--- config.mk ---
export PLATFORM = sky130hd
export DESIGN_NAME = startup_pattern_seq_tmr
export DESIGN_NICKNAME = d
export VERILOG_FILES = /design/src/rtl/startup_pattern_seq_tmr_pkg.sv /design/src/rtl/startup_pattern_seq_tmr_vote.sv /design/src/rtl/startup_pattern_seq_tmr.sv
export SDC_FILE = /design/constraint.sdc
export NUM_CORES = 1
export LEC_CHECK = 0
export ABC_AREA = 1
export ABC_CLOCK_PERIOD_IN_PS = 2810
export CORE_ASPECT_RATIO = 1.75
export CORE_UTILIZATION = 65
export DETAILED_ROUTE_END_ITERATION = 6
export DONT_BUFFER_PORTS = 1
export PLACE_DENSITY = 0.83
export SETUP_SLACK_MARGIN = 0.1
export SLEW_MARGIN = 15
export SYNTH_ARGS = -nofsm -noshare
export SYNTH_HDL_FRONTEND = slang
export SYNTH_HIERARCHICAL = 1
export SYNTH_SLANG_ARGS = --single-unit
--- constraint.sdc ---
create_clock -name CLK -period 2.81 [get_ports CLK]
set_clock_uncertainty 0.2 [all_clocks]
set_input_delay 0.4215 -clock CLK [delete_from_list [all_inputs] [get_ports CLK]]
set_output_delay 0.4215 -clock CLK [all_outputs]
set_load 0.03 [all_outputs]
--- src/rtl/startup_pattern_seq_tmr_pkg.sv ---
// Shared FSM package: state encodings, output bundle and decode helpers
// for the display/startup sequencers (3-bit state, Idle = 0).
package startup_pattern_seq_tmr_pkg;

    typedef enum logic [2:0] {
        S_IDLE = 3'd0,
        S_LOAD = 3'd1,
        S_WAIT = 3'd2,
        S_NEXT = 3'd3,
        S_SKIP = 3'd4,
        S_END  = 3'd5
    } state_e;

    typedef struct packed {
        logic tmr_err;
        logic busy;
        logic nxt_adr;
        logic load_pat;
        logic disp;
        logic clear;
    } out_t;

    localparam int OUT_W = $bits(out_t);

    localparam out_t OUT_RST = '{
        tmr_err:  1'b0,
        busy:     1'b0,
        nxt_adr:  1'b0,
        load_pat: 1'b0,
        disp:     1'b1,
        clear:    1'b0
    };

    // Unused encodings collapse to Idle.
    function automatic state_e to_state(logic [2:0] v);
        case (v)
            3'd1:    return S_LOAD;
            3'd2:    return S_WAIT;
            3'd3:    return S_NEXT;
            3'd4:    return S_SKIP;
            3'd5:    return S_END;
            default: return S_IDLE;
        endcase
    endfunction

    // Level/pulse outputs for the state being entered.
    function automatic out_t decode_out(state_e s);
        out_t o;
        o          = '0;
        o.clear    = (s == S_IDLE) || (s == S_END);
        o.disp     = !o.clear;
        o.busy     = !o.clear;
        o.load_pat = (s == S_LOAD);
        o.nxt_adr  = (s == S_NEXT);
        return o;
    endfunction

endpackage

--- src/rtl/startup_pattern_seq_tmr_vote.sv ---
// tmr_vote: bitwise 2-of-3 majority voter with disagreement flag.
// Ports: in_a/in_b/in_c replicas, voted majority, mismatch = any bit differs.
module tmr_vote #(
    parameter int WIDTH = 1
) (
    input  logic [WIDTH-1:0] in_a,
    input  logic [WIDTH-1:0] in_b,
    input  logic [WIDTH-1:0] in_c,
    output logic [WIDTH-1:0] voted,
    output logic             mismatch
);

    assign voted    = (in_a & in_b) | (in_a & in_c) | (in_b & in_c);
    assign mismatch = (in_a != in_b) || (in_a != in_c);

endmodule

--- src/rtl/startup_pattern_seq_tmr.sv ---
// Triplicated startup pattern sequencer: Load/Wait/Next/Skip per pattern,
// optional looping, abort to End, sticky replica-disagreement flag.
// Ports: CLK, RST (async, active-high), RUN, LOOP, ABORT in;
//        CLEAR, DISP, LOAD_PAT, NXT_ADR, ADDR, BUSY, TMR_ERR out.
module startup_pattern_seq_tmr
    import startup_pattern_seq_tmr_pkg::*;
#(
    parameter int DWELL_W = 16,
    parameter int DWELL   = 3000,
    parameter int ADDR_W  = 4,
    parameter int NPAT    = 12
) (
    input  logic              CLK,
    input  logic              RST,
    input  logic              RUN,
    input  logic              LOOP,
    input  logic              ABORT,
    output logic              CLEAR,
    output logic              DISP,
    output logic              LOAD_PAT,
    output logic              NXT_ADR,
    output logic [ADDR_W-1:0] ADDR,
    output logic              BUSY,
    output logic              TMR_ERR
);

    localparam int                OV_W     = OUT_W + ADDR_W;
    localparam logic [DWELL_W-1:0] DWELL_M1 = DWELL_W'(DWELL - 1);
    localparam logic [ADDR_W-1:0]  LAST     = ADDR_W'(NPAT - 1);

    state_e              state_0_q, state_1_q, state_2_q, state_d;
    logic [DWELL_W-1:0]  timer_0_q, timer_1_q, timer_2_q, timer_d;
    logic [ADDR_W-1:0]   addr_0_q, addr_1_q, addr_2_q, addr_d;
    out_t                out_0_q, out_1_q, out_2_q, out_d;
    logic [ADDR_W-1:0]   adr_o_0_q, adr_o_1_q, adr_o_2_q, adr_o_d;

    logic [2:0]          state_raw;
    state_e              state_v;
    logic [DWELL_W-1:0]  timer_v;
    logic [ADDR_W-1:0]   addr_v;
    logic [ADDR_W-1:0]   addr_adv;
    logic [OV_W-1:0]     ov;
    out_t                out_v;
    logic                state_mis, timer_mis, addr_mis;
    logic                out_mis_unused;

    tmr_vote #(.WIDTH(3)) u_vote_state (
        .in_a     (state_0_q),
        .in_b     (state_1_q),
        .in_c     (state_2_q),
        .voted    (state_raw),
        .mismatch (state_mis)
    );

    tmr_vote #(.WIDTH(DWELL_W)) u_vote_timer (
        .in_a     (timer_0_q),
        .in_b     (timer_1_q),
        .in_c     (timer_2_q),
        .voted    (timer_v),
        .mismatch (timer_mis)
    );

    tmr_vote #(.WIDTH(ADDR_W)) u_vote_addr (
        .in_a     (addr_0_q),
        .in_b     (addr_1_q),
        .in_c     (addr_2_q),
        .voted    (addr_v),
        .mismatch (addr_mis)
    );

    tmr_vote #(.WIDTH(OV_W)) u_vote_out (
        .in_a     ({out_0_q, adr_o_0_q}),
        .in_b     ({out_1_q, adr_o_1_q}),
        .in_c     ({out_2_q, adr_o_2_q}),
        .voted    (ov),
        .mismatch (out_mis_unused)
    );

    assign state_v = to_state(state_raw);
    assign out_v   = ov[OV_W-1:ADDR_W];

    // Address after the current pattern: wrap when looping, else hold.
    assign addr_adv = (addr_v != LAST) ? addr_v + ADDR_W'(1)
                    : (LOOP ? '0 : LAST);

    always_comb begin
        state_d = state_v;
        timer_d = '0;
        addr_d  = addr_v;
        case (state_v)
            S_IDLE: begin
                if (RUN) begin
                    state_d = S_LOAD;
                    addr_d  = '0;
                end
            end
            S_LOAD: state_d = S_WAIT;
            S_WAIT: begin
                if (timer_v == DWELL_M1) begin
                    state_d = S_NEXT;
                end else begin
                    timer_d = timer_v + DWELL_W'(1);
                end
            end
            S_NEXT: begin
                state_d = (addr_v != LAST || LOOP) ? S_SKIP : S_END;
                addr_d  = addr_adv;
            end
            S_SKIP: state_d = S_LOAD;
            S_END:  if (!RUN) state_d = S_IDLE;
            default: state_d = S_IDLE;
        endcase
        if (ABORT && (state_v == S_LOAD || state_v == S_WAIT ||
                      state_v == S_NEXT || state_v == S_SKIP)) begin
            state_d = S_END;
            timer_d = '0;
        end
        // ADDR shows the advanced address together with NXT_ADR.
        adr_o_d = (state_d == S_NEXT) ? addr_adv : addr_d;
        out_d         = decode_out(state_d);
        out_d.tmr_err = out_v.tmr_err | state_mis | timer_mis | addr_mis;
    end

    always_ff @(posedge CLK or posedge RST) begin
        if (RST) begin
            state_0_q <= S_IDLE;
            state_1_q <= S_IDLE;
            state_2_q <= S_IDLE;
            timer_0_q <= '0;
            timer_1_q <= '0;
            timer_2_q <= '0;
            addr_0_q  <= '0;
            addr_1_q  <= '0;
            addr_2_q  <= '0;
            out_0_q   <= OUT_RST;
            out_1_q   <= OUT_RST;
            out_2_q   <= OUT_RST;
            adr_o_0_q <= '0;
            adr_o_1_q <= '0;
            adr_o_2_q <= '0;
        end else begin
            state_0_q <= state_d;
            state_1_q <= state_d;
            state_2_q <= state_d;
            timer_0_q <= timer_d;
            timer_1_q <= timer_d;
            timer_2_q <= timer_d;
            addr_0_q  <= addr_d;
            addr_1_q  <= addr_d;
            addr_2_q  <= addr_d;
            out_0_q   <= out_d;
            out_1_q   <= out_d;
            out_2_q   <= out_d;
            adr_o_0_q <= adr_o_d;
            adr_o_1_q <= adr_o_d;
            adr_o_2_q <= adr_o_d;
        end
    end

    assign CLEAR    = out_v.clear;
    assign DISP     = out_v.disp;
    assign LOAD_PAT = out_v.load_pat;
    assign NXT_ADR  = out_v.nxt_adr;
    assign BUSY     = out_v.busy;
    assign TMR_ERR  = out_v.tmr_err;
    assign ADDR     = ov[ADDR_W-1:0];

endmodule

==> flow_summary.ini, run 1 <==
[timing]
final.setup.worst_slack_ns = 0.257
slew_headroom_pct = 72.5
setup_viol = 0
fin_tns_setup_ns = 0
period_needed_ns = 2.55
timing.fmax_ghz = 0.392
final_hold_viol_count = 0
maxSlewViolCount = 0
worst-slew-pin-transition_ns = 0.413
period_share_pct = 90.9
rsz0062_at_grt = no

[yosys]
synthCells = 395
synth_warnings = 6
synth.net_count = 470
syn_area_per_cell_um2 = 8.06
synth_area_um2 = 3190

[placement]
globalplace.congestion = 0.849
dpl.hpwl_um = 4430
io_buffers = 0
pre_cts_slack_ns = 0.178

[critical_path]
reg2regPathDepth = 13
startpoint = state_2_q[2]
cp_slowest_cell = dfrtp_2
path_class = register to register
cp_max_fo = 6
critPathMaxStageDelay_ns = 0.44
cp_common_cell = inv_2
regToRegEndpoint = timer_2_q[13]
end_kind = register
r2r-start = state_2_q[2]
start_kind = register
crit_path_end = timer_2_q[13]
critPathRequiredTime_ns = 2.82
cpLargestDelayFamily = simple AND/OR/NAND/NOR gates
cp_num_buf_inv = 4
crit_chain = ha_1 -> nor2_1 -> nand2_2 -> inv_1 -> ha_2 -> inv_2 -> nor2_4 -> inv_2 -> nor2_4 -> inv_2 -> nor3_4 -> o21ai_0 -> a21oi_1
timing.reg2reg.setup_slack_ns = 0.26
cp.depth = 13
arrival_ns = 2.57

[routing]
num_vias = 2487
dr.first_iter.drc_count = 52
drt-wirelength-per-cell_um = 11.9
avgViaCountPerCell = 5.43
drc = 0
routed_wl_um = 5450
dr.pass1.iters = 4
postRouteAntennaNets = 0

[cells_and_area]
final_nets = 480
area_growth_pct = 6.87
n_fill_cell = 372
drive_gt1_share_pct = 10.8
n_antenna_cell = 0

[global_routing]
grt_pass1_wl_um = 8800
antenna_found_initial = 0
grt.overflow.total = 0
grt_pass1_vias = 2256
grt_max_degree = 34
grtUsageTotal_pct = 23.4

[floorplan]
die-width_um = 54.9
core.rowCount = 33
die_h_um = 94.6
core_um2 = 4710
die_area_um2 = 5200
ios = 15
start_util_pct = 67.7

[cts]
cts_tree = yes
clk_latency_ns = 0.28
cts.clk_slew.worst_paths_ns = 0.07
cts_root_buffer = clkbuf_8
cts_made_buffers = 5
htree_levels = 2
cts.sinks = 33
cts.path.max_buffers = 2

[job]
maxCapViolations = 0

[power_and_ir_drop]
sequentialPowerShare_pct = 28.4
power_frac_comb_pct = 53.8
switchingPower_w = 0.00104
powerDensity_nw_per_um2 = 650
power.internal_w = 0.00118
ir_drop_v = 0.000783
swShare_pct = 46.8
pwr-share-clk_pct = 17.8
cellLeakagePower_nw = 2.11

[run_status]
status = complete, no violations

[hold_path]
min_path_type = input port to register
[area by class of cell]
type,count,area (um^2),area share [%]
sequential,33,830,24.4
tap,52,65.1,1.91
multi-input combinational,301,2140,63.0
inverter,60,233,6.84
clock buffer,7,96.3,2.83
timing repair buffer,4,32.5,0.956
clock inverter,1,5.00,0.147
[power by group through the flow]
stage	combinational, W	clock, W	sequential [W]
2_1_floorplan	0.000947	0	0.000623
3_3_place_gp	0.00110	0	0.000634
3_5_place_dp	0.00113	0	0.000638
4_1_cts	0.00113	0.000397	0.000629
5_1_grt	0.00132	0.000420	0.000645
6_report	0.00119	0.000393	0.000630
[worst register-to-register path: stages, from the launching register on]
cell,delay (ns)
dfrtp_2,0.44
ha_1,0.20
nor2_1,0.12
nand2_2,0.12
inv_1,0.08
ha_2,0.23
inv_2,0.10
nor2_4,0.14
inv_2,0.06
nor2_4,0.12
inv_2,0.06
nor3_4,0.30
o21ai_0,0.18
a21oi_1,0.14
[stage by stage]
step           area [um^2]  total power [W]  hold slack, ns  cells  utilization (%)
4_1_cts               3360          0.00216          0.0883    456             71.3
3_3_place_gp          3250          0.00174           0.228    447             69.0
6_report              3400          0.00221           0.120    458             72.3
2_1_floorplan         3190          0.00157           0.350    395                -
3_5_place_dp          3250          0.00177           0.226    447             69.0
5_1_grt               3400          0.00239           0.129    458             72.3
[cell usage in the layout, fill, tap and decap left out, drive strengths merged]
cell type / n
nand2: 80
ha: 70
nor2: 61
inv: 59
dfrtp: 32
a211o: 26
nand3: 20
o21ai: 11
a21oi: 8
clkbuf: 7
xor2: 6
nor3: 6
nand4: 4
buf: 3
nor3b: 2
and2: 2
clkinv: 2
a31oi: 1
and3: 1
or2: 1
o31ai: 1
or4: 1
dlygate4sd3: 1
dfstp: 1
[state kept, by name, summed over array words and instances, names as in the netlist]
register and count:
addr_2_q 4, adr_o_2_q 4, out_2_q 6, state_2_q 3
timer_2_q 16
[repair_timing]
action | in CTS | in global routing
buffers inserted | 0 | 2
endpoints found under the hold margin | 32 | 0
resized for setup | 0 | 10
endpoints found under the setup margin | 0 | 14
hold buffers | 1 | 0
[worst min path at each step]
stage / start / end / cells past startpoint
after floorplan: RST / addr_2_q[0] / 1
after global placement: RST / adr_o_2_q[0] / 2
after detailed placement: RST / adr_o_2_q[0] / 2
after CTS: ABORT / timer_2_q[7] / 3
after global routing: ABORT / timer_2_q[9] / 3
final: ABORT / timer_2_q[9] / 3
[metal layers]
layer	up-vias	global-route usage, %	wire length, um
met5	-	0	0
met2	49	45.3	3140
met1	1086	22.5	1950
met3	18	2.74	163
li1	1334	-	-
met4	0	10.8	201
(Power assumes the default switching activity.)
==> run 2, diff against run 1 <==
--- a/config.mk
+++ b/config.mk
@@ -7,8 +7,10 @@
 export LEC_CHECK = 0
 export ABC_AREA = 1
 export ABC_CLOCK_PERIOD_IN_PS = 2810
+export CELL_PAD_IN_SITES_DETAIL_PLACEMENT = 1
+export CELL_PAD_IN_SITES_GLOBAL_PLACEMENT = 1
 export CORE_ASPECT_RATIO = 1.75
-export CORE_UTILIZATION = 65
+export CORE_UTILIZATION = 49
 export DETAILED_ROUTE_END_ITERATION = 6
 export DONT_BUFFER_PORTS = 1
 export PLACE_DENSITY = 0.83
==> run 2 against run 1 <==
Effect of this change:
- hold slack improved by 0.10 ns
- power increased by 3.7%
- utilization shrank 16 points
- design area increased by 2.2%
- via count up 2.3%
==> flow_summary.ini, run 2 (synthesis gave the netlist of run 1 again) <==
[run_status]
status = complete, no violations

[global_routing]
antenna_found_initial = 0
grt.overflow.total = 0
grt_pass1_vias = 2617
grt_max_degree = 21
grtUsageTotal_pct = 21.6
grt_pass1_wl_um = 11300

[cells_and_area]
drive_gt1_share_pct = 11.7
regMostFlops = timer_2_q
area_growth_pct = 9.23
final_common_cell = nand2_1
largestRegisters = timer_2_q: 16 flops, out_2_q: 6 flops
final_nets = 483
n_fill_cell = 785
n_antenna_cell = 0
largest_register_ffs = 16
final_cell_mix = nand2_1, ha_1, inv_1, nor2_1, dfrtp_1

[routing]
drc = 0
route.met3.wl_um = 78
wirelength_met1_um = 2580
routed_wl_um = 7220
top_layer_used = met4
dr.first_iter.drc_count = 27
num_vias = 2545
postRouteAntennaNets = 0
dr.pass1.iters = 4
avgViaCountPerCell = 5.20
wl_met2_um = 4430
drt-wirelength-per-cell_um = 14.8

[critical_path]
arrival_ns = 2.66
critPathRequiredTime_ns = 2.79
start_kind = register
path_class = register to register
cp_max_fo = 5
end_kind = register

[cts]
cts.sinks = 33
cts.path.max_buffers = 2
cts_tree = yes
cts.clk_slew.worst_paths_ns = 0.07
clk_latency_ns = 0.29
cts_root_buffer = clkbuf_8
htree_levels = 2
cts_made_buffers = 5

[timing]
slew_headroom_pct = 64.6
setup_viol = 0
period_needed_ns = 2.68
final_hold_viol_count = 0
timing.fmax_ghz = 0.373
worst-slew-pin-transition_ns = 0.531
maxSlewViolCount = 0
period_share_pct = 95.5
final.setup.worst_slack_ns = 0.128

[floorplan]
core_um2 = 6230
start_util_pct = 51.1
core.rowCount = 38
die_area_um2 = 6840
die-width_um = 63.0
die_h_um = 109
ios = 15

[hold_path]
min_path_type = input port to register

[job]
maxCapViolations = 0

[power_and_ir_drop]
cellLeakagePower_nw = 2.11
ir_drop_v = 0.000631
total_power_w = 0.00229
powerDensity_nw_per_um2 = 659

[placement]
dpl.hpwl_um = 5850
globalplace.congestion = 0.783
io_buffers = 0
pre_cts_slack_ns = 0.0655
## run 2: changes by cell type in the layout (fill, tap and decap cells not counted), sizes merged
cell / before / now
inv: 59 / 58
buf: 3 / 5
clkbuf: 7 / 6
clkinv: 2 / 5
## run 2: stage by stage
step	cell area, um^2	util [%]	setup TNS [ns]	hold slack [ns]	cells
after CTS	3380	54.3	0	0.0984	484
after floorplan	3190	-	0	0.350	395
final	3480	55.9	0	0.222	489
after global placement	3280	52.7	0	0.178	475
after global routing	3480	55.9	-0.0128	0.222	489
after detailed placement	3280	52.7	0	0.187	475
## run 2: final timing paths
| path | cells past startpoint | slack [ns] | start | endpoint |
|---|---|---|---|---|
| worst max-delay path | 15 | 0.13 | state_2_q[1] | adr_o_2_q[1] |
| worst min-delay path | 4 | 0.22 | ABORT | timer_2_q[11] |
| worst max register to register | 15 | 0.13 | state_2_q[1] | adr_o_2_q[1] |
| worst min register to register | 2 | 0.52 | timer_2_q[0] | timer_2_q[0] |
| max in group asynchronous | 3 | 1.26 | RST | out_2_q[1] |
| min in group asynchronous | 2 | 0.41 | RST | timer_2_q[5] |
## run 2: metal layers
metal,up-vias,global-route usage [%]
met4,0,6.64
met3,11,1.88
met5,-,0
li1,1332,-
met1,1182,18.9
met2,20,48.2
## run 2: layout make-up
type	count	area (um^2)	share of cell area, %
Clock buffer	6	72.6	2.09
Clock inverter	2	10.0	0.288
Inverter	60	238	6.83
Multi-Input combinational cell	301	2160	62.2
Sequential cell	33	830	23.8
Tap cell	80	100	2.88
Timing Repair Buffer	6	60.1	1.73
Timing Repair inverter	1	5.00	0.144
## run 2: report_power, final
| group | switching [W] | leakage, nW | internal [W] |
|---|---|---|---|
| Clock | 0.000189 | 0.0450 | 0.000172 |
| Combinational | 0.000857 | 1.63 | 0.000441 |
| Sequential | 0.0000859 | 0.440 | 0.000549 |
| Total | 0.00113 | 2.11 | 0.00116 |
## run 2: timing repair
| action | CTS | global route |
|---|---|---|
| pin swaps | 0 | 6 |
| cloned | 0 | 1 |
| setup endpoints to repair | 7 | 24 |
| endpoints found under the hold margin | 13 | 0 |
| hold buffers | 1 | 0 |
| buffers inserted | 0 | 4 |
| resized for setup | 2 | 15 |
## run 2: worst max-delay path: stages, from the launching register on
cell and delay, ns:
dfrtp_2 0.44, ha_1 0.24, nor2_1 0.17, nand2_2 0.14
inv_4 0.09, ha_4 0.21, nor2_1 0.13, nor2_2 0.07
nor2_4 0.19, nand3_1 0.12, nand2_2 0.10, nand2_4 0.06
nor2_8 0.13, nand3_4 0.12, nand2_1 0.10, nand2_1 0.06
